File: src/rtl/pkt_filter_ctrl.sv
// pkt_filter_ctrl: packet sequencer around filter_core. Captures the first beat
//   of each packet as the header, registers the filter verdict, then forwards
//   or silently consumes the packet.
// Latency: header out one VERDICT bubble after accept; body beats pass through
//   combinationally (zero cycles).
// Backpressure: s_tready low in VERDICT/HDR_OUT; in PASS s_tready follows
//   m_tready; DROP always accepts.
// Ports:
//   clk, rst              single clock, async active-high reset
//   s_tdata/tvalid/tlast/tready   slave beat port
//   hdr_data, filt_pass   captured header to filter_core, verdict back
//   m_tdata/tvalid/tlast/tready   master beat port
//   stat_clr, pass_cnt, drop_cnt  statistics (PKT_FILTER_STATS_EN)
// Build option: define PKT_FILTER_STATS_EN to implement the pass/drop
//   counters; otherwise they are tied to zero and stat_clr is ignored.

module pkt_filter_ctrl #(
  parameter int DATA_W = 512,
  parameter int CNT_W  = 32
) (
  input  logic              clk,
  input  logic              rst,
  input  logic [DATA_W-1:0] s_tdata,
  input  logic              s_tvalid,
  input  logic              s_tlast,
  output logic              s_tready,
  output logic [DATA_W-1:0] hdr_data,
  input  logic              filt_pass,
  output logic [DATA_W-1:0] m_tdata,
  output logic              m_tvalid,
  output logic              m_tlast,
  input  logic              m_tready,
  input  logic              stat_clr,
  output logic [CNT_W-1:0]  pass_cnt,
  output logic [CNT_W-1:0]  drop_cnt
);

  typedef enum logic [2:0] {
    IDLE    = 3'd0,
    VERDICT = 3'd1,
    HDR_OUT = 3'd2,
    PASS    = 3'd3,
    DROP    = 3'd4
  } state_t;

  state_t            state_q;
  logic [DATA_W-1:0] hdr_reg_q;
  logic              hdr_last_q;
  logic              verdict_q;

  // Packet sequencer. hdr_reg_q is only written in IDLE, so it is stable
  // through VERDICT while filter_core evaluates it.
  always_ff @(posedge clk or posedge rst) begin
    if (rst) begin
      state_q    <= IDLE;
      hdr_reg_q  <= '0;
      hdr_last_q <= 1'b0;
      verdict_q  <= 1'b0;
    end else begin
      case (state_q)
        IDLE: begin
          if (s_tvalid) begin
            hdr_reg_q  <= s_tdata;
            hdr_last_q <= s_tlast;
            state_q    <= VERDICT;
          end
        end
        VERDICT: begin
          verdict_q <= filt_pass;
          if (filt_pass)       state_q <= HDR_OUT;
          else if (hdr_last_q) state_q <= IDLE;
          else                 state_q <= DROP;
        end
        HDR_OUT: begin
          if (m_tready) state_q <= hdr_last_q ? IDLE : PASS;
        end
        PASS: begin
          if (s_tvalid && m_tready && s_tlast) state_q <= IDLE;
        end
        DROP: begin
          if (s_tvalid && s_tlast) state_q <= IDLE;
        end
        default: state_q <= IDLE;
      endcase
    end
  end

  assign hdr_data = hdr_reg_q;

  // Output decode. m_tvalid never looks at m_tready; s_tready only does so
  // in PASS. While reset is held IDLE does not advertise ready.
  always_comb begin
    s_tready = 1'b0;
    m_tvalid = 1'b0;
    m_tdata  = hdr_reg_q;
    m_tlast  = hdr_last_q;
    case (state_q)
      IDLE:    s_tready = ~rst;
      // HDR_OUT is only reachable on a pass, so the registered verdict is
      // high here; it qualifies the header beat.
      HDR_OUT: m_tvalid = verdict_q;
      PASS: begin
        m_tvalid = s_tvalid;
        m_tdata  = s_tdata;
        m_tlast  = s_tlast;
        s_tready = m_tready;
      end
      DROP:    s_tready = 1'b1;
      default: ;
    endcase
  end

`ifdef PKT_FILTER_STATS_EN
  logic [CNT_W-1:0] pass_cnt_q, pass_cnt_d;
  logic [CNT_W-1:0] drop_cnt_q, drop_cnt_d;

  // Saturating counters, bumped once per packet in its VERDICT cycle.
  // A clear wins over a same-cycle increment.
  always_comb begin
    pass_cnt_d = pass_cnt_q;
    drop_cnt_d = drop_cnt_q;
    if (stat_clr) begin
      pass_cnt_d = '0;
      drop_cnt_d = '0;
    end else if (state_q == VERDICT) begin
      if (filt_pass) begin
        if (pass_cnt_q != '1) pass_cnt_d = pass_cnt_q + CNT_W'(1);
      end else begin
        if (drop_cnt_q != '1) drop_cnt_d = drop_cnt_q + CNT_W'(1);
      end
    end
  end

  always_ff @(posedge clk or posedge rst) begin
    if (rst) begin
      pass_cnt_q <= '0;
      drop_cnt_q <= '0;
    end else begin
      pass_cnt_q <= pass_cnt_d;
      drop_cnt_q <= drop_cnt_d;
    end
  end

  assign pass_cnt = pass_cnt_q;
  assign drop_cnt = drop_cnt_q;
`else
  logic unused_stat_clr;
  assign unused_stat_clr = stat_clr;
  assign pass_cnt = '0;
  assign drop_cnt = '0;
`endif

endmodule
File: config.mk
export PLATFORM = sky130hd
export DESIGN_NAME = pkt_filter_ctrl
export DESIGN_NICKNAME = d
export VERILOG_FILES = /design/src/rtl/pkt_filter_ctrl.sv
export SDC_FILE = /design/constraint.sdc
export NUM_CORES = 1
export LEC_CHECK = 0
export CORE_AREA = 2 2 629 631
export DETAILED_ROUTE_END_ITERATION = 10
export DIE_AREA = 0 0 631 633
export PLACE_DENSITY_LB_ADDON = 0.1
export SYNTH_ARGS = -nofsm -noshare
export SYNTH_HDL_FRONTEND = slang
export SYNTH_SLANG_ARGS = --single-unit
File: constraint.sdc
create_clock -name clk -period 51.9 [get_ports clk]
set_clock_uncertainty 0.2 [all_clocks]
set_input_delay 5.19 -clock clk [delete_from_list [all_inputs] [get_ports clk]]
set_output_delay 5.19 -clock clk [all_outputs]
set_load 0.005 [all_outputs]
# Word-level counts from Yosys, hierarchy flattened

Cells that the tools add are included.

Reduce and logical (&&, ||, !) cells: 6
Equal/unequal tests: 8
Multiplexer cells: 12
Bitwise gates (word level): 1

Operators by type and width:

| cell                 | count |
|---|---|
| $mux W512            | 1 |
| $mux W3              | 6 |
| $pmux W3 S5          | 1 |
| $ne A2 B2 Y1 const B | 4 |
| $eq A3 B2 Y1 const B | 2 |
| $reduce_and A4 Y1    | 1 |
| $eq A3 B1 Y1 const B | 1 |
| $eq A3 B3 Y1 const B | 1 |
| $logic_and A1 B1 Y1  | 3 |
| $logic_not A3 Y1     | 1 |
| $pmux W1 S3          | 1 |
| $mux W2              | 1 |
| $pmux W1 S2          | 1 |
| $reduce_and A2 Y1    | 1 |
| $mux W1              | 1 |
| $not A1 Y1           | 1 |

Input port bits: 519
Flip-flop bits (word level): 517
Output and inout bits: 1091

# Logic depth before layout (Yosys ltp)

Depth after elaboration: 4
Gate-level depth with buffers: 7
Mapped depth without buffers: 3

# Worst setup path after synthesis

No wires, ideal clock.

Path kind: in2out
Start point: in rst
End point: out s_tready
Path buffers: 0
Slack: 30170 ps
Cell stages on the path: 3
Arrival time: 16340 ps
Required time: 46510 ps
Cell sequence: inv_1 -> nor2_1 -> o32ai_1

Longest elaborated chain between the ends: 2

RTL lines:

| item            | line | RTL |
|---|---|---|
| start, declared | 22   | `input logic rst,` |
| $not A1 Y1      | 98   | `IDLE: s_tready = ~rst;` |
| $pmux W1 S3     | 97   | `case (state_q)` |
| end, declared   | 26   | `output logic s_tready,` |

Every way passes these cells.

# Worst setup path in the final report

Same ends and word-level chain as after synthesis.

==> results.yml <==
sta:
  hold_violations: 0
  slew_violations: 0
  worst_pin_slew_ps: 1040
  timing.hold.ws_ps: 303
  final.setup.tns_ps: 0
  setup_viol: 0
  fin_crit_ps: 12660
  rsz0062_at_grt: "no"
  slew-limit-headroom_pct: 30.5
  min_period_over_period_pct: 24.4
  timing.fmax_mhz: 79.0
setup_path:
  path_buf_inv: 4
  cp_num_cells: 6
  cpPeakStageDelay_ps: 570
  critical_path.top_delay_family: "buffers and inverters"
  ff2ff_path_depth: 8
  crit_chain: "clkdlybuf4s50_1, inv_8, nor2_1, o32ai_2, buf_4, clkdlybuf4s50_1"
  slowest_stage: "clkdlybuf4s50_1"
  worstPathArrival_ps: 7270
  critPathMaxFanout: 26
  cp-start-kind: "input port"
  crit_path_end_kind: "output pin"
  path_common_cell: "clkdlybuf4s50_1"
  required_ps: 46510
  critPathKind: "input port to output pin"
global_routing:
  globalRouteMet1Util_pct: 11.0
  gr-max-usage-layer: "met2"
  grt_pass1_wl_um: 274000
  met2_usage_pct: 18.8
  grt_max_degree: 110
  grt_remaining_overflow: 0
  grtUsageMet3_pct: 5.21
  antenna_found_initial: 137
  grt_usage_pct: 10.5
  grt_pass1_vias: 23200
floorplanning:
  die_y_um: 633
  dieArea_mm2: 0.399
  core_mm2: 0.392
  start_util_pct: 6.66
  die_x_um: 631
  io_pins: 1610
  rows: 230
clock_network:
  cts_sinks: 517
  post_cts_resized: 0
  clk_latency_ps: 810
  h-tree-depth: 3
  path_clk_slew_ps: 60
  clockBufferDepth: 4
  tritoncts: "yes"
  root_buffer: "clkbuf_16"
  cts_buffers: 92
  cts_post_setup_buffers_inserted: 0
  cts_hold_buffers: 0
min_path:
  whs_path_depth: 1
  hold_class: "flip-flop to flip-flop"
finish:
  nets: 3824
  final_cells: 8613
  syn2layout_area_growth_pct: 91.6
  drive_gt1_share_pct: 33.7
  nFillCells: 44300
logic_synthesis:
  synth-edff-count: 0
  yosysUniqueCellTypes: 24
  synthesis.area_mm2: 0.0261
  synth_cells: 1750
  synth_flop_cell: "dfrtp_1"
  yosys_warnings: 0
  synth.area.top_cells: "dfrtp_1, mux2_2, buf_4, buf_6, mux2_1"
  synth_common_cells: "mux2_2, dfrtp_1, buf_4, buf_6, mux2_1"
  ys_seq_elements: 517
  syn_avg_cell_area_um2: 14.9
  synth_top_area_share_pct: 49.5
  yosysMostFrequentCell: "mux2_2"
  synthArstFlopShare_pct: 100
  ys_seq_area_share_pct: 49.5
  yosys.area.top_type: "dfrtp_1"
run:
  max_cap_viol_count: 0
power_and_ir_drop:
  power_leakage_uw: 0.0181
  peakVddDrop_mv: 0.0225
  p_per_area_mw_per_mm2: 68.8
  total_power_uw: 3450
placement:
  dp_hpwl_um: 181000
  gp_congestion: 0.762
  dp.cells: 8431
  port_buffers: 1544
outcome:
  status: "complete, no violations"
detailed_routing:
  drc: 0
  drt_first_pass_iters: 4
  avgViaCountPerCell: 2.53
  antenna_left: 0
  drtIter0Drc: 615
  wl_per_cell_um: 25.4
  wirelength_um: 219000
  vias: 21800
-- cells in the final DEF, fill, tap and decap left out, types with 2 or more instances in the layout --
| cell | instances |
|---|---|
| clkbuf_8 | 13 |
| diode_2 | 34 |
| o21ai_0 | 2 |
| inv_1 | 2 |
| mux2_2 | 977 |
| buf_12 | 2 |
| clkdlybuf4s50_1 | 1544 |
| a21oi_1 | 2 |
| conb_1 | 64 |
| clkinv_2 | 6 |
| clkbuf_1 | 29 |
| inv_16 | 2 |
| buf_4 | 32 |
| nor2_1 | 3 |
| dfrtp_1 | 517 |
| bufinv_16 | 3 |
| mux2_1 | 49 |
| nand3b_1 | 2 |
| nand2_1 | 3 |
| clkbuf_16 | 93 |
-- logic make-up after synthesis --
group / share of synthesized area (%)
other: 0.0144
AND/OR/NAND/NOR: 0.321
flip-flops: 49.5
buffers and inverters: 5.68
multiplexers: 44.3
AO/OA/AOI/OAI: 0.196
-- power by group --
group          switching (µW)  total [µW]  internal (µW)
sequential                164         779            615
combinational             845        2060           1210
clock                     250         610            360
total                    1260        3450           2190
-- through the flow --
stage          instance area [µm²]  util [%]  setup slack [ps]
2_1_floorplan                26400         -             30170
3_5_place_dp                 47200      12.0             39090
6_report                     50100      12.8             39240
4_1_cts                      50000      12.7             39070
5_1_grt                      50000      12.8             39060
3_3_place_gp                 47200      12.0             39120
-- per-layer routing --
metal	share of wire (%)	vias up
li1	-	9421
met3	11	381
met2	51	1051
met4	2.2	82
met1	36	10900
met5	0.25	-
-- registers in the layout, indices dropped and copies added, names as in the netlist --
register    flops
hdr_data      512
hdr_last_q      1
state_q         3
verdict_q       1
-- worst register-to-register path: cells and delay by family (launching register included) --
family                 cells  cell delay (ps)
buffers and inverters      6             4400
multiplexers               1              460
AND/OR/NAND/NOR            1              330
flip-flops                 1              510
-- path summary, 6_finish.rpt --
kind	startpoint	endpoint	slack [ps]
hold reg to reg	hdr_data[510]$_DFFE_PP0P_	hdr_data[510]$_DFFE_PP0P_	300
setup reg to reg	state_q[0]$_DFFE_PP0P_	hdr_data[449]$_DFFE_PP0P_	45850
setup / recovery	rst	s_tready	39240
min in group asynchronous	rst	hdr_data[58]$_DFFE_PP0P_	4580
hold / removal	hdr_data[510]$_DFFE_PP0P_	hdr_data[510]$_DFFE_PP0P_	300
max in group asynchronous	rst	hdr_data[300]$_DFFE_PP0P_	42940
-- layout make-up --
class	count	area, µm²	area share [%]
timing repair buffer	1578	15700	31.4
sequential	517	12900	25.8
multi-input combinational	1113	12000	23.9
tap	5220	6530	13.0
clock buffer	135	2620	5.22
clock inverter	13	178	0.355
antenna	34	85.1	0.170
inverter	3	18.8	0.0375
Note: power is estimated with default switching activity, not from simulation.
